`src/rtl/uart_baud_timer_if.sv`:
```
// Control and tick bundle between the UART bit-timing engine and its users.
// The master side programs the engine; the slave side is the timing engine itself.
interface uart_baud_timer_if #(
    parameter int DIV_W = 16,
    parameter int IDX_W = 4
);
    logic             enable;
    logic             trigger;
    logic             mode;
    logic [DIV_W-1:0] os_div;
    logic [IDX_W-1:0] frame_bits;
    logic             os_tick;
    logic             mid_tick;
    logic             edge_tick;
    logic [IDX_W-1:0] bit_idx;
    logic             busy;
    logic             finish;

    modport master (
        output enable, trigger, mode, os_div, frame_bits,
        input  os_tick, mid_tick, edge_tick, bit_idx, busy, finish
    );

    modport slave (
        input  enable, trigger, mode, os_div, frame_bits,
        output os_tick, mid_tick, edge_tick, bit_idx, busy, finish
    );
endinterface

```
`src/rtl/uart_baud_timer.sv`:
```
// UART bit-timing engine: oversample, mid-bit and bit-edge ticks from a
// programmable divisor, for one-shot frames or free-running operation.
module uart_baud_timer #(
    parameter int DIV_W = 16,
    parameter int OSR   = 16,
    parameter int IDX_W = 4
) (
    input logic              sysclk,
    input logic              reset,
    uart_baud_timer_if.slave bus
);
    localparam int NUM_W = $clog2(OSR);
    localparam logic [NUM_W-1:0] NUM_LAST    = NUM_W'(OSR - 1);
    localparam logic [NUM_W-1:0] NUM_PRE_MID = NUM_W'(OSR / 2 - 1);

    typedef enum logic [1:0] {
        IDLE  = 2'd0,
        FRAME = 2'd1,
        FREE  = 2'd2
    } state_t;

    function automatic logic [IDX_W-1:0] clamp_bits(input logic [IDX_W-1:0] f);
        if (f == {IDX_W{1'b0}}) begin
            clamp_bits = IDX_W'(1);
        end else begin
            clamp_bits = f;
        end
    endfunction

    state_t           state_r, state_nxt_s;
    logic [DIV_W-1:0] div_r, div_nxt_s;
    logic [IDX_W-1:0] bits_r, bits_nxt_s;
    logic [DIV_W-1:0] os_cnt_r, os_cnt_nxt_s;
    logic [NUM_W-1:0] os_num_r, os_num_nxt_s;
    logic [IDX_W-1:0] bit_idx_r, bit_idx_nxt_s;
    logic             os_tick_r, os_tick_nxt_s;
    logic             mid_tick_r, mid_tick_nxt_s;
    logic             edge_tick_r, edge_tick_nxt_s;
    logic             busy_r, busy_nxt_s;
    logic             finish_r, finish_nxt_s;

    logic start_s, wrap_s, bit_end_s, last_bit_s;

    assign start_s    = bus.enable & (bus.trigger | bus.mode);
    assign wrap_s     = (os_cnt_r == div_r);
    assign bit_end_s  = wrap_s & (os_num_r == NUM_LAST);
    assign last_bit_s = (bit_idx_r == (bits_r - IDX_W'(1)));

    // State register
    always_ff @(posedge sysclk or negedge reset) begin
        if (!reset) begin
            state_r <= IDLE;
        end else begin
            state_r <= state_nxt_s;
        end
    end

    // Next-state decode; enable low always wins over frame progress
    always_comb begin
        state_nxt_s = state_r;
        case (state_r)
            IDLE: begin
                if (start_s) begin
                    state_nxt_s = bus.mode ? FREE : FRAME;
                end else begin
                    state_nxt_s = IDLE;
                end
            end
            FRAME: begin
                if (!bus.enable || (bit_end_s && last_bit_s)) begin
                    state_nxt_s = IDLE;
                end else begin
                    state_nxt_s = FRAME;
                end
            end
            FREE: begin
                if (!bus.enable) begin
                    state_nxt_s = IDLE;
                end else begin
                    state_nxt_s = FREE;
                end
            end
            default: state_nxt_s = IDLE;
        endcase
    end

    // Counter and output next values; ticks are computed one cycle ahead and registered
    always_comb begin
        div_nxt_s       = div_r;
        bits_nxt_s      = bits_r;
        os_cnt_nxt_s    = os_cnt_r;
        os_num_nxt_s    = os_num_r;
        bit_idx_nxt_s   = bit_idx_r;
        os_tick_nxt_s   = 1'b0;
        mid_tick_nxt_s  = 1'b0;
        edge_tick_nxt_s = 1'b0;
        busy_nxt_s      = 1'b0;
        finish_nxt_s    = 1'b0;
        case (state_r)
            IDLE: begin
                bit_idx_nxt_s = {IDX_W{1'b0}};
                if (start_s) begin
                    div_nxt_s    = bus.os_div;
                    bits_nxt_s   = clamp_bits(bus.frame_bits);
                    os_cnt_nxt_s = {DIV_W{1'b0}};
                    os_num_nxt_s = {NUM_W{1'b0}};
                    busy_nxt_s   = 1'b1;
                end else begin
                    busy_nxt_s   = 1'b0;
                end
            end
            FRAME: begin
                if (!bus.enable) begin
                    bit_idx_nxt_s = {IDX_W{1'b0}};
                end else if (wrap_s) begin
                    busy_nxt_s      = 1'b1;
                    os_cnt_nxt_s    = {DIV_W{1'b0}};
                    os_num_nxt_s    = os_num_r + NUM_W'(1);
                    os_tick_nxt_s   = 1'b1;
                    mid_tick_nxt_s  = (os_num_r == NUM_PRE_MID);
                    edge_tick_nxt_s = bit_end_s;
                    if (bit_end_s && last_bit_s) begin
                        finish_nxt_s  = 1'b1;
                        busy_nxt_s    = 1'b0;
                        bit_idx_nxt_s = {IDX_W{1'b0}};
                    end else if (bit_end_s) begin
                        bit_idx_nxt_s = bit_idx_r + IDX_W'(1);
                    end else begin
                        bit_idx_nxt_s = bit_idx_r;
                    end
                end else begin
                    busy_nxt_s   = 1'b1;
                    os_cnt_nxt_s = os_cnt_r + DIV_W'(1);
                end
            end
            FREE: begin
                bit_idx_nxt_s = {IDX_W{1'b0}};
                if (!bus.enable) begin
                    busy_nxt_s = 1'b0;
                end else if (wrap_s) begin
                    // Rate changes take effect at the oversample wrap, without a restart
                    busy_nxt_s      = 1'b1;
                    div_nxt_s       = bus.os_div;
                    os_cnt_nxt_s    = {DIV_W{1'b0}};
                    os_num_nxt_s    = os_num_r + NUM_W'(1);
                    os_tick_nxt_s   = 1'b1;
                    mid_tick_nxt_s  = (os_num_r == NUM_PRE_MID);
                    edge_tick_nxt_s = bit_end_s;
                end else begin
                    busy_nxt_s   = 1'b1;
                    os_cnt_nxt_s = os_cnt_r + DIV_W'(1);
                end
            end
            default: begin
                bit_idx_nxt_s = {IDX_W{1'b0}};
            end
        endcase
    end

    // Datapath and output registers
    always_ff @(posedge sysclk or negedge reset) begin
        if (!reset) begin
            div_r       <= {DIV_W{1'b0}};
            bits_r      <= {IDX_W{1'b0}};
            os_cnt_r    <= {DIV_W{1'b0}};
            os_num_r    <= {NUM_W{1'b0}};
            bit_idx_r   <= {IDX_W{1'b0}};
            os_tick_r   <= 1'b0;
            mid_tick_r  <= 1'b0;
            edge_tick_r <= 1'b0;
            busy_r      <= 1'b0;
            finish_r    <= 1'b0;
        end else begin
            div_r       <= div_nxt_s;
            bits_r      <= bits_nxt_s;
            os_cnt_r    <= os_cnt_nxt_s;
            os_num_r    <= os_num_nxt_s;
            bit_idx_r   <= bit_idx_nxt_s;
            os_tick_r   <= os_tick_nxt_s;
            mid_tick_r  <= mid_tick_nxt_s;
            edge_tick_r <= edge_tick_nxt_s;
            busy_r      <= busy_nxt_s;
            finish_r    <= finish_nxt_s;
        end
    end

    assign bus.os_tick   = os_tick_r;
    assign bus.mid_tick  = mid_tick_r;
    assign bus.edge_tick = edge_tick_r;
    assign bus.bit_idx   = bit_idx_r;
    assign bus.busy      = busy_r;
    assign bus.finish    = finish_r;
endmodule

```
`src/flat_wrapper.sv`:
```
// flat-port wrapper written by rule: the top's interface ports become plain ports
module uart_baud_timer_flat 
#(
    parameter int DIV_W = 16,
    parameter int OSR   = 16,
    parameter int IDX_W = 4
)
  (sysclk, reset, bus_enable, bus_trigger, bus_mode, bus_os_div, bus_frame_bits, bus_os_tick, bus_mid_tick, bus_edge_tick, bus_bit_idx, bus_busy, bus_finish);
  uart_baud_timer_if #(.DIV_W(DIV_W), .IDX_W(IDX_W)) bus_i ();
  input logic sysclk;
  input logic reset;
  input wire logic [$bits(bus_i.enable)-1:0] bus_enable;
  input wire logic [$bits(bus_i.trigger)-1:0] bus_trigger;
  input wire logic [$bits(bus_i.mode)-1:0] bus_mode;
  input wire logic [$bits(bus_i.os_div)-1:0] bus_os_div;
  input wire logic [$bits(bus_i.frame_bits)-1:0] bus_frame_bits;
  output wire logic [$bits(bus_i.os_tick)-1:0] bus_os_tick;
  output wire logic [$bits(bus_i.mid_tick)-1:0] bus_mid_tick;
  output wire logic [$bits(bus_i.edge_tick)-1:0] bus_edge_tick;
  output wire logic [$bits(bus_i.bit_idx)-1:0] bus_bit_idx;
  output wire logic [$bits(bus_i.busy)-1:0] bus_busy;
  output wire logic [$bits(bus_i.finish)-1:0] bus_finish;
  assign bus_i.enable = bus_enable;
  assign bus_i.trigger = bus_trigger;
  assign bus_i.mode = bus_mode;
  assign bus_i.os_div = bus_os_div;
  assign bus_i.frame_bits = bus_frame_bits;
  assign bus_os_tick = bus_i.os_tick;
  assign bus_mid_tick = bus_i.mid_tick;
  assign bus_edge_tick = bus_i.edge_tick;
  assign bus_bit_idx = bus_i.bit_idx;
  assign bus_busy = bus_i.busy;
  assign bus_finish = bus_i.finish;
  uart_baud_timer #(.DIV_W(DIV_W), .OSR(OSR), .IDX_W(IDX_W)) u_core (.sysclk(sysclk), .reset(reset), .bus(bus_i));
endmodule
```
`config.mk`:
```
export PLATFORM = sky130hd
export DESIGN_NAME = uart_baud_timer_flat
export DESIGN_NICKNAME = d
export VERILOG_FILES = /design/src/rtl/uart_baud_timer_if.sv /design/src/rtl/uart_baud_timer.sv /design/src/flat_wrapper.sv
export SDC_FILE = /design/constraint.sdc
export NUM_CORES = 1
export LEC_CHECK = 0
export BUFFER_PORTS_ARGS = -buffer_cell sky130_fd_sc_hd__clkbuf_2
export CORE_MARGIN = 1.5
export CORE_UTILIZATION = 55
export DETAILED_ROUTE_END_ITERATION = 6
export HOLD_SLACK_MARGIN = 0.1
export PLACE_DENSITY = 0.87
export SLEW_MARGIN = 5
export SYNTH_ARGS = -nofsm -noshare
export SYNTH_HDL_FRONTEND = slang
export SYNTH_SLANG_ARGS = --single-unit
```
`constraint.sdc`:
```
create_clock -name sysclk -period 6.1 [get_ports sysclk]
set_input_delay 0.305 -clock sysclk [delete_from_list [all_inputs] [get_ports sysclk]]
set_output_delay 0.305 -clock sysclk [all_outputs]
set_load 0.01 [all_outputs]
```
Word level (Yosys, flattened, before mapping)
Index checks and enable logic that the tools add are counted.
{"block": "word_totals", "word_cells": 86, "in_bits": 25, "register_bits": 51, "output_inout_bits": 9}
{"block": "classes", "bitwise": 3, "eq_ne": 13, "add_sub_neg": 4, "reduce_logical": 13, "muxes": 42}
{"cell": "two-way mux 16 bit", "n": 6}
{"cell": "case mux 16 bit (2 select lines)", "n": 2}
{"cell": "two-way mux 4 bit", "n": 9}
{"cell": "two-way mux 1 bit", "n": 19}
{"cell": "adder 16 x 1 -> 16 bit, second input constant", "n": 1}
{"cell": "== test 16 bit", "n": 1}
{"cell": "adder 4 x 1 -> 4 bit, second input constant", "n": 2}
{"cell": "!= test 2 x 1 -> 1 bit, second input constant", "n": 4}
{"cell": "case mux 4 bit (2 select lines)", "n": 1}
{"cell": "AND reduction 4 bit", "n": 2}
{"cell": "two-way mux 2 bit", "n": 3}
{"cell": "case mux 2 bit (3 select lines)", "n": 1}
{"cell": "== test 4 x 3 -> 1 bit, second input constant", "n": 1}
{"cell": "== test 4 bit", "n": 1}
{"cell": "== test 4 bit, second input constant", "n": 1}
{"cell": "logical NOT 4 bit", "n": 1}
{"cell": "!= test 4 x 2 -> 1 bit, second input constant", "n": 1}
{"cell": "AND reduction 2 bit", "n": 2}
{"cell": "nonzero test 2 bit", "n": 2}
{"cell": "subtractor 4 x 1 -> 4 bit, second input constant", "n": 1}
{"cell": "!= test 3 x 2 -> 1 bit, second input constant", "n": 1}
{"cell": "case mux 1 bit (3 select lines)", "n": 1}
{"cell": "AND reduction 3 bit", "n": 1}
{"cell": "bitwise AND 1 bit", "n": 2}
{"cell": "9 further kinds", "n": 9}

Depth between registers and ports, before layout
Gate-level depths: netlist of run 1.
{"block": "logic_depth", "word_depth": 7, "depth_mapped": 9, "mapped_depth_nobuf": 7}

Least setup slack after synthesis of run 1
OpenSTA, ideal clock, no wires.
{"block": "synth_timing", "path_kind": "flip-flop to flip-flop", "start": "register u_core.os_cnt_r[4]", "end": "register u_core.div_r[10]", "period_less_slack_ns": 2.229, "required_time_ns": 5.975, "stages_incl_launch_ff": 9, "arrival_time_ns": 2.104, "setup_ns": 0.125, "setup_slack_ns": 3.871, "path_buffers": 3, "path_cell_list": "dfrtp_1 -> xnor2_1 -> nand4_1 -> or4_1 -> buf_6 -> a21o_1 -> buf_6 -> buf_12 -> mux2_4"}
{"block": "synth_between", "elab_chain_len": 3}
{"element": "from (decl)", "line_no": "uart_baud_timer.sv:33", "rtl": "logic [DIV_W-1:0] os_cnt_r, os_cnt_nxt_s;"}
{"element": "from (signal assigned)", "line_no": "uart_baud_timer.sv:165", "rtl": "os_cnt_r <= {DIV_W{1'b0}};"}
{"element": "from (signal assigned)", "line_no": "uart_baud_timer.sv:176", "rtl": "os_cnt_r <= os_cnt_nxt_s;"}
{"element": "== test 16 bit", "line_no": "uart_baud_timer.sv:45", "rtl": "assign wrap_s = (os_cnt_r == div_r);"}
{"element": "!= test 2 x 1 -> 1 bit (no source line)"}
{"element": "AND reduction 4 bit (no source line)"}
{"element": "to (signal assigned)", "line_no": "uart_baud_timer.sv:163", "rtl": "div_r <= {DIV_W{1'b0}};"}
{"element": "to (signal assigned)", "line_no": "uart_baud_timer.sv:174", "rtl": "div_r <= div_nxt_s;"}
{"element": "to (decl)", "line_no": "uart_baud_timer.sv:31", "rtl": "logic [DIV_W-1:0] div_r, div_nxt_s;"}
No other way between the ends.
A chain may end at the register's enable or synchronous reset.

Final worst setup path of run 1
{"block": "layout_timing", "start": "register u_core.state_r[0]", "end": "register u_core.os_cnt_r[0]"}
{"block": "layout_between", "elab_chain_len": 4, "word_cells_on_any_way": 9, "cone_classes": "eq/ne: 4; mux: 1; reduce/logical: 4"}
{"element": "from (decl)", "line_no": "uart_baud_timer.sv:30", "rtl": "state_t state_r, state_nxt_s;"}
{"element": "from (signal assigned)", "line_no": "uart_baud_timer.sv:54", "rtl": "state_r <= state_nxt_s;"}
{"element": "== test 2 x 1 -> 1 bit / == test 2 bit (equally long branches)", "line_no": "uart_baud_timer.sv:99", "rtl": "case (state_r)"}
{"element": "OR reduction 2 bit (no source line)"}
{"element": "!= test 2 x 1 -> 1 bit (no source line) / nonzero test 2 bit (equally long branches)"}
{"element": "AND reduction 3 bit (no source line)"}
Parallel ways exist; a longest one is shown, timed or not.

==> results of run 1 <==
==> worst max-delay path: stages (launching register included) <==
cell and delay (ns):
dfrtp_1 0.42, inv_1 0.10, ha_1 0.23, or3b_2 0.51, a21oi_1 0.74, or2_2 0.33, nor2_1 0.11, mux2_2 0.32
==> worst min-delay path by stage <==
stage,start,end,slack (ns),cells after the start
after floorplan,reset,u_core.bits_r[0]$_DFFE_PN0P_,0.009,0
after global placement,reset,u_core.bits_r[0]$_DFFE_PN0P_,0.44,2
after detailed placement,reset,u_core.bits_r[0]$_DFFE_PN0P_,0.45,2
after CTS,reset,u_core.bits_r[0]$_DFFE_PN0P_,0.12,2
after global routing,reset,u_core.bits_r[0]$_DFFE_PN0P_,0.13,2
final,reset,u_core.bus.busy$_DFF_PN0_,0.08,2
==> synth_stat cells <==
master     number
a21oi_1         8
a32o_1          1
mux2i_1         2
xnor2_1        27
and2_1          2
nor4_1          9
mux2_4         10
nand3_1         9
inv_1           8
nand3b_1        1
a31o_2          1
and2_0          1
nor3b_1         1
o311ai_0        1
or4_1           2
or3b_2          1
a22o_1          3
nor2_1         18
o41ai_2         1
and3_1          5
o21ai_0        10
nor3_1          7
a211oi_1        2
dfrtp_1        51
o22ai_1         2
a31oi_1         3
buf_12          1
nand4b_1        1
o2bb2ai_1       1
or2_2           2
or3_1           2
xor2_1          4
mux2_2         11
a21o_1          1
ha_1            8
nand2_1        11
a41o_1          1
clkbuf_1        5
and3b_1         1
nand4_1         9
o211ai_1        2
nor2b_1         3
buf_6           2
==> cells by family after synthesis <==
logic type | count (synthesis)
xor gates and xnor gates | 31
DFF | 51
AOI/OAI and AO/OA | 37
buffers and inverters | 16
adders and majority gates | 8
muxes | 23
and+or+nand+nor | 85
==> metrics by stage <==
stage	utilization, %	setup WS (ns)
after global routing	64.1	3.08
after floorplan	-	3.87
after detailed placement	61.6	3.33
after global placement	61.6	3.42
final	64.1	3.23
after CTS	64.1	3.30
==> where the power goes <==
group          leakage [nW]  internal (mW)  switching, mW
clock network        0.0612          0.133          0.110
registers             0.661          0.395         0.0478
logic                 0.634          0.129          0.118
total                  1.36          0.656          0.276
==> routing by layer <==
layer	up-vias	part of all wire, %	routed length (um)	GRT usage, %
met1	999	43	2330	26.5
met3	11	5.2	283	4.66
met2	71	50	2760	39.7
met5	-	0	0	0
li1	971	-	-	-
met4	0	1.8	96	8.23
==> registers in the layout (all words and copies together), names as in the netlist <==
signal / cells
u_core.bits_r: 4
u_core.bus.bit_idx: 4
u_core.bus.busy: 1
u_core.bus.edge_tick: 1
u_core.bus.finish: 1
u_core.bus.mid_tick: 1
u_core.bus.os_tick: 1
u_core.div_r: 16
u_core.os_cnt_r: 16
u_core.os_num_r: 4
u_core.state_r: 2
==> area by class of cell <==
cell class | instances | area, um^2 | share of cell area (%)
Timing Repair Buffer | 34 | 173 | 5.67
Inverter | 8 | 30.0 | 0.986
Sequential cell | 51 | 1280 | 41.9
Multi-Input combinational cell | 184 | 1370 | 44.8
Tap cell | 67 | 83.8 | 2.75
Clock buffer | 6 | 82.6 | 2.71
Clock inverter | 2 | 35.0 | 1.15
==> results.md, run 1 <==
- Commonest non-fill, non-tap cell in the layout: dfrtp_1
- Pin count of the biggest net entering global routing: 52
- Data required time of the worst path: 6.29 ns
- Cell area after technology mapping: 2730 um^2
- Post-synthesis share of cell area spent on full adders, half adders and majority gates: 3.66%
- Final HPWL from detailed placement: 3980 um
- Proportion of synthesized area in mux cells: 10.8%
- R2R Path Start: u_core.state_r[0]$_DFF_PN0_
- Number of max-cap violations: 0
- Drt initial violations: 150
- Worst Hold Margin: 0.0814 ns
- Post-cts sizing count: 0
- Vias in the first global route: 2060
- Final setup violation count: 0
- Lkg Pwr: 1.36 nW
- Setup repair after global routing missed its margin: false
- TritonCTS clock tree: built
- Post-synth top area share: 46.7%
- First-pass iteration count of the detailed router: 4
- Effective utilization at floorplan: 57.5%
- Setup TNS after final layout: 0 ns
- First-pass GRT wire length: 9230 um
- Placed cells: 344
- Critical setup path kind: reg -> reg
- Reg clk slew, reported paths: 0.09 ns
- Net count reported at finish: 317
- Crit start category: flop
- End of the critical path: u_core.os_cnt_r[0]$_DFFE_PN0P_
- Seq/Total Area, Yosys: 46.7%
- Count of input and output buffers: 33
- Hold Crit Class: in -> async
- Run status: finished, final reports clean
- Worst-margin pin slew: 1.28 ns
- Share of cells above drive strength 1: 23.9%
- Synthesized-area fraction occupied by and/or/nand/nor cells: 16.5%
- Detailed-route wire length per cell: 15.5 um
- Area after DPL: 2930 um^2
- Quantity of hold-fixing buffers added after cts: 0
- Vias/cell: 5.83
- Core footprint: 4750 um^2
- Worst reg-to-reg path cell count: 7
- Origin of the worst setup path: u_core.state_r[0]$_DFF_PN0_
- Site row count: 25
- Worst voltage drop across the vdd grid: 196 uV
- Max Root-Sink Buffers: 2
- Chip width: 73.5 um
- Library cells used by synthesis: 43
- Crit path time final: 2.87 ns
- H-Tree Depth: 2
- Signal arrival time at the worst endpoint: 3.06 ns
- Synthesized netlist net count: 284
- Layout filler cell count: 403
- Sinks on Clock Net: 51
- Worst slew margin relative to its limit: 14.0%
- Number of antenna violations at the first check in global routing: 0
- Synthesized-area fraction occupied by ao, oa, aoi and oai cells: 9.07%
- Xor/xnor cell area share of the yosys netlist: 9.94%
- Mean Syn Cell Area: 10.9 um^2
- Setup skew after layout: 0.0106 ns
- Clock Tree Root: clkbuf_8
- Residual antenna-violating net count after detailed routing: 0
- Capturing point of the worst reg2reg path: u_core.os_cnt_r[0]$_DFFE_PN0P_
- Yosys warning count: 0
- Diodes inserted: 0
- Count of pins on the block boundary: 34
- Period utilisation layout: 47.0%
- Fin. max-slew vios: 0
- Most area-hungry cell type in the Yosys netlist: dfrtp_1
- Seq cells post-synth: 51
- Critical Path End Type: flop
- Post-CTS Setup Repair Bufs: 0
- Largest family of logic cells by synthesized area: simple AND/OR/NAND/NOR gates
- CP max FO: 12
- Highest Clock Rate: 349 MHz
- Leading cell types by total area after synthesis: dfrtp_1 (47%), xnor2_1 (8.7%), mux2_4 (5.5%), mux2_2 (4.5%), ha_1 (3.7%)
- Overflow left after global routing: 0
- Via count: 2052
- Inserted Clock Buffers: 5
- Final RePlAce weighted congestion: 0.869
- Number of instances in the synthesized netlist: 251
- Register-to-Register Setup Slack: 3.23 ns
- Clock latency on the worst-skew pair: 0.31 ns
- Power after layout: 0.932 mW
- Final cell count without fillers: 352
- Final Hold Violating Endpoints: 0
- Area of the die: 5400 um^2
- Area grow syn2layout: 11.4%
- Vertical extent of the die: 73.5 um
- All-layer global routing usage: 22.4%
- Highest-count cells in the layout ignoring fill and taps: dfrtp_1 (51), clkbuf_2 (33), xnor2_1 (27)
- DRT Wirelength: 5470 um
- Power density cells: 306 nW/um^2
- Final instance area: 3050 um^2
- Drc violations: 0
No activity file was read; power rests on OpenSTA's default activity.
==> run 2, diff against run 1 <==
==> constraint.sdc (replaced) <==
create_clock -name sysclk -period 2.8 [get_ports sysclk]
set_input_delay 0.14 -clock sysclk [delete_from_list [all_inputs] [get_ports sysclk]]
set_output_delay 0.14 -clock sysclk [all_outputs]
set_load 0.01 [all_outputs]
==> results.md, run 2 (synthesis gave the netlist of run 1 again) <==
- Run status: finished, final reports clean
- Vias in the first global route: 2182
- Power after layout: 2.00 mW
- Final cell count without fillers: 379
- Total area of multi-input combinational cells: 1370 um^2
- Chip width: 73.5 um
- Count of input and output buffers: 33
- Final RePlAce weighted congestion: 0.907
- Wire length on met3: 242 um
- Area grow syn2layout: 20.1%
- Seq. cell area: 1280 um^2
- Highest signal layer in the routed design: met4
- Data required time of the worst path: 2.95 ns
- Worst reg-to-reg path cell count: 6
- Placed cells: 350
- Commonest non-fill, non-tap cell in the layout: dfrtp_1
- Residual antenna-violating net count after detailed routing: 0
- Drc violations: 0
- Met2 wire length: 2940 um
- Max Root-Sink Buffers: 2
- Critical Path End Type: flop
- Share of cells above drive strength 1: 23.4%
- Drt initial violations: 91
- Signal arrival time at the worst endpoint: 2.49 ns
- DRT Wirelength: 5760 um
- Registers with the highest flip-flop counts: u_core.div_r (16), u_core.os_cnt_r (16)
- Overflow left after global routing: 0
- TritonCTS clock tree: built
- Crit start category: flop
- Met1 layer wirelength in the final routing: 2440 um
- Fin. max-slew vios: 0
- Area of the die: 5400 um^2
- Worst-margin pin slew: 0.790 ns
- Final Hold Violating Endpoints: 0
- Effective utilization at floorplan: 57.5%
- H-Tree Depth: 2
- Fraction of the core area covered by cells at the end of the flow: 69.1%
- Post-cts sizing count: 0
- Clock Tree Root: clkbuf_8
- Number of max-cap violations: 0
- Final setup violation count: 0
- First-pass GRT wire length: 9600 um
- Count of cells along the worst hold path: 3
- Lkg Pwr: 1.46 nW
- Period utilisation layout: 83.4%
- First-pass iteration count of the detailed router: 4
- Diodes inserted: 0
- Core footprint: 4750 um^2
- Net count reported at finish: 344
- Setup repair after global routing missed its margin: false
- CP max FO: 9
- Worst voltage drop across the vdd grid: 479 uV
- Critical setup path kind: reg -> reg
- Vias/cell: 5.69
- Highest-count cells in the layout ignoring fill and taps: dfrtp_1 (51), clkbuf_2 (33), xnor2_1 (27)
- Number of antenna violations at the first check in global routing: 0
- Inserted Clock Buffers: 5
- Final HPWL from detailed placement: 4010 um
- Setup skew after layout: 0.0115 ns
- Layout filler cell count: 365
- Via count: 2157
- Count of pins on the block boundary: 34
- Power density cells: 610 nW/um^2
- Clock latency on the worst-skew pair: 0.31 ns
- Crit path time final: 2.33 ns
- Reg clk slew, reported paths: 0.09 ns
- All-layer global routing usage: 23.6%
- Site row count: 25
- Sinks on Clock Net: 51
- Vertical extent of the die: 73.5 um
- Highest Clock Rate: 428 MHz
- Worst slew margin relative to its limit: 47.1%
- Setup TNS after final layout: 0 ns
- Hold Crit Class: in -> reg
- Detailed-route wire length per cell: 15.2 um
- Pin count of the biggest net entering global routing: 34
[run 2: final cells by class]
cell class / instances / share of cell area [%]
Tap cell: 67 / 2.55
Multi-Input combinational cell: 184 / 41.6
Clock buffer: 8 / 3.05
Sequential cell: 51 / 38.9
Inverter: 8 / 0.915
Timing Repair Buffer: 61 / 13.0
[run 2: path summary, 6_finish.rpt]
| check | endpoint | from | slack (ns) |
|---|---|---|---|
| setup / recovery | u_core.bus.busy$_DFF_PN0_ | u_core.os_cnt_r[12]$_DFFE_PN0P_ | 0.47 |
| hold reg to reg | u_core.bus.mid_tick$_DFF_PN0_ | u_core.os_num_r[3]$_DFFE_PN0P_ | 0.53 |
| setup reg to reg | u_core.bus.busy$_DFF_PN0_ | u_core.os_cnt_r[12]$_DFFE_PN0P_ | 0.47 |
| hold / removal | u_core.state_r[0]$_DFF_PN0_ | bus_mode | 0.14 |
| max in group asynchronous | u_core.div_r[2]$_DFFE_PN0P_ | reset | 1.67 |
| min in group asynchronous | u_core.bus.bit_idx[1]$_DFFE_PN0P_ | reset | 0.34 |
[run 2: critical path: stages, from the launching register on]
cell	delay [ns]
dfrtp_1	0.46
xnor2_1	0.25
nand4_1	0.19
or4_1	0.53
buf_4	0.19
o311ai_0	0.42
a31oi_1	0.15
[run 2: per-stage QoR]
stage               area [um^2]  hold slack [ns]  setup slack, ns
floorplan                  2730           -0.156            0.571
CTS                        3280            0.131            0.490
detailed placement         2970            0.119            0.520
finish                     3280            0.145            0.466
global route               3280            0.139            0.329
global placement           2970            0.111            0.581
[run 2: repair_timing]
action | in CTS | in global routing
buffers inserted | 0 | 0
endpoints found under the hold margin | 38 | 0
hold buffers | 21 | 0
[run 2: per-layer routing]
layer	vias to the layer above	global-route usage [%]
li1	1023	-
met1	1059	27.9
met2	62	41.8
met3	13	4.39
met4	0	9.88
met5	-	0
[run 2: where the power goes]
group	internal [mW]	switching, mW
Combinational	0.316	0.261
Sequential	0.860	0.112
Clock	0.226	0.229
==> run 3, diff against run 2 <==
--- a/config.mk
+++ b/config.mk
@@ -5,12 +5,13 @@
 export SDC_FILE = /design/constraint.sdc
 export NUM_CORES = 1
 export LEC_CHECK = 0
+export ABC_AREA = 1
 export BUFFER_PORTS_ARGS = -buffer_cell sky130_fd_sc_hd__clkbuf_2
 export CORE_MARGIN = 1.5
-export CORE_UTILIZATION = 55
+export CORE_UTILIZATION = 52
 export DETAILED_ROUTE_END_ITERATION = 6
 export HOLD_SLACK_MARGIN = 0.1
-export PLACE_DENSITY = 0.87
+export PLACE_DENSITY = 0.86
 export SLEW_MARGIN = 5
 export SYNTH_ARGS = -nofsm -noshare
 export SYNTH_HDL_FRONTEND = slang
==> constraint.sdc (replaced) <==
create_clock -name sysclk -period 2 [get_ports sysclk]
set_input_delay 0.1 -clock sysclk [delete_from_list [all_inputs] [get_ports sysclk]]
set_output_delay 0.1 -clock sysclk [all_outputs]
set_load 0.01 [all_outputs]
==> results.md, run 3 <==
- Share of cells above drive strength 1: 14.9%
- All-layer global routing usage: 22.3%
- H-Tree Depth: 2
- Area grow syn2layout: 21.5%
- Lkg Pwr: 1.81 nW
- Net count reported at finish: 483
- Final setup violation count: 0
- Count of pins on the block boundary: 34
- Data required time of the worst path: 2.25 ns
- Async set-reset flop share out of synthesis: 100%
- Primary FF master, synth: dfrtp_1
- CP Cell Sequence: inv_1 -> ha_1 -> inv_1 -> nor2_1 -> inv_1 -> nand2_2 -> buf_4 -> nand3_1 -> nand2_1
- Pin count of the biggest net entering global routing: 52
- Crit start category: flop
- Most area-hungry cell type in the Yosys netlist: dfrtp_1
- Number of flops mapped to enable cells by yosys: 0
- Seq. cell area: 1280 um^2
- Fin. max-slew vios: 0
- Core footprint: 5170 um^2
- Kind of cell with the highest combined delay on the critical path: simple AND/OR/NAND/NOR gates
- First-pass iteration count of the detailed router: 4
- Diodes inserted: 0
- Count of input and output buffers: 33
- CP dominant cell by count: inv_1
- Via count: 2603
- Residual antenna-violating net count after detailed routing: 0
- Sinks on Clock Net: 51
- Clock latency on the worst-skew pair: 0.30 ns
- Final RePlAce weighted congestion: 0.966
- Reg clk slew, reported paths: 0.09 ns
- Crit path time final: 1.84 ns
- Critical setup path kind: reg -> reg
- Overflow left after global routing: 0
- Max stage delay cell, worst path: dfrtp_1
- Synthesized netlist net count: 417
- Site row count: 26
- Critical Path End Type: flop
- Number of antenna violations at the first check in global routing: 0
- First-pass GRT wire length: 10600 um
- Final Hold Violating Endpoints: 0
- Drc violations: 0
- Post-synth top area share: 45.2%
- Worst slew margin relative to its limit: 71.2%
- Post-placement setup slack: 0.105 ns
- Most frequent cells after synthesis: nand2_1 (128), dfrtp_1 (51), inv_1 (47)
- Max incr delay on CP: 0.41 ns
- Seq/Total Area, Yosys: 45.2%
- Registers with the highest flip-flop counts: u_core.div_r (16), u_core.os_cnt_r (16)
- Max Root-Sink Buffers: 2
- Vias/cell: 5.00
- Setup skew after layout: 0.00239 ns
- Run status: finished, final reports clean
- Final HPWL from detailed placement: 4300 um
- Hold Crit Class: in -> reg
- Count of buffer and inverter cells on the critical path: 4
- Number of instances in the synthesized netlist: 384
- Vias in the first global route: 2497
- Vertical extent of the die: 76.7 um
- Cell with the most instances after synthesis: nand2_1
- DRT Wirelength: 6180 um
- Library cells used by synthesis: 25
- Number of max-cap violations: 0
- Setup slack after layout: 0.157 ns
- Total area of multi-input combinational cells: 1310 um^2
- Power density cells: 836 nW/um^2
- Mean Syn Cell Area: 7.36 um^2
- Final instance area: 3430 um^2
- Worst-margin pin slew: 0.428 ns
- Clock Tree Root: clkbuf_8
- Worst voltage drop across the vdd grid: 569 uV
- Detailed-route wire length per cell: 11.9 um
- Seq cells post-synth: 51
- Highest Clock Rate: 543 MHz
- Drt initial violations: 240
- Layout filler cell count: 421
- Effective utilization at floorplan: 54.6%
- Highest-count cells in the layout ignoring fill and taps: nand2_1 (126), dfrtp_1 (51), inv_1 (47)
- TritonCTS clock tree: built
- Cell area after technology mapping: 2830 um^2
- Setup repair after global routing missed its margin: false
- Period utilisation layout: 92.1%
- Yosys warning count: 0
- Power after layout: 2.87 mW
- Setup TNS after final layout: 0 ns
- Leading cell types by total area after synthesis: dfrtp_1 (45%), nand2_1 (17%), inv_1 (6.2%), nand3_1 (5.8%), nor2_1 (4.8%)
- Commonest non-fill, non-tap cell in the layout: nand2_1
- Area after DPL: 3100 um^2
- Area of the die: 5880 um^2
- Inserted Clock Buffers: 5
- Chip width: 76.7 um
- CP max FO: 12
- Signal arrival time at the worst endpoint: 2.09 ns
[run 3: cell type report]
class,instances,share of cell area (%)
Clock buffer,7,2.22
Clock inverter,1,0.146
Inverter,55,6.12
Multi-Input combinational cell,273,38.3
Sequential cell,51,37.2
Tap cell,70,2.55
Timing Repair Buffer,63,13.4
Timing Repair inverter,1,0.146
[run 3: cells by family after synthesis]
| family | after synthesis | share of synthesized area (%) |
|---|---|---|
| AO/OA/AOI/OAI | 30 | 5.76 |
| AND/OR/NAND/NOR | 222 | 32.8 |
| adder cells (fa/ha/maj) | 8 | 3.54 |
| buffers and inverters | 60 | 8.68 |
| flip-flops | 51 | 45.2 |
| XOR/XNOR | 13 | 4.03 |
[run 3: layer usage]
metal / routed length, um / up-vias / global-route usage, %
met5: 0 / - / 0
met4: 52 / 0 / 7.04
met3: 243 / 4 / 4.17
met2: 2940 / 59 / 37.9
met1: 2950 / 1208 / 28.7
li1: - / 1332 / -
[run 3: repair_timing]
item                                    in CTS  in global routing
hold buffers                                21                  0
buffers inserted                             0                  2
gates resized for setup                      0                  5
endpoints found under the setup margin       0                 27
hold endpoints to repair                    71                  0
[run 3: worst paths after layout]
| kind | slack (ns) | end | cells past startpoint | start |
|---|---|---|---|---|
| min in group asynchronous | 0.32 | u_core.bits_r[2]$_DFFE_PN0P_ | 3 | reset |
| setup / recovery | 0.16 | u_core.div_r[10]$_DFFE_PN0P_ | 9 | u_core.state_r[0]$_DFF_PN0_ |
| max in group asynchronous | 1.45 | u_core.os_cnt_r[9]$_DFFE_PN0P_ | 3 | reset |
| hold reg to reg | 0.51 | u_core.div_r[4]$_DFFE_PN0P_ | 2 | u_core.div_r[4]$_DFFE_PN0P_ |
| setup reg to reg | 0.16 | u_core.div_r[10]$_DFFE_PN0P_ | 9 | u_core.state_r[0]$_DFF_PN0_ |
| hold / removal | 0.11 | u_core.bus.finish$_DFF_PN0_ | 3 | bus_enable |
[run 3: power breakdown]
group	total (mW)	switching [mW]	internal, mW
Clock	0.574	0.327	0.246
Sequential	1.37	0.157	1.21
Combinational	0.926	0.551	0.375
[run 3: tightest hold or removal path: stages]
cell,delay [ns]
clkbuf_2,0.12
nand2_1,0.11
nor2_1,0.05
[run 3: per-stage QoR]
stage | utilization [%] | hold WS, ns | instances
final | 66.4 | 0.109 | 521
after global routing | 66.4 | 0.118 | 521
after CTS | 65.7 | 0.104 | 518
after detailed placement | 60.0 | 0.117 | 489
after global placement | 60.0 | 0.114 | 489
after floorplan | - | -0.196 | 384
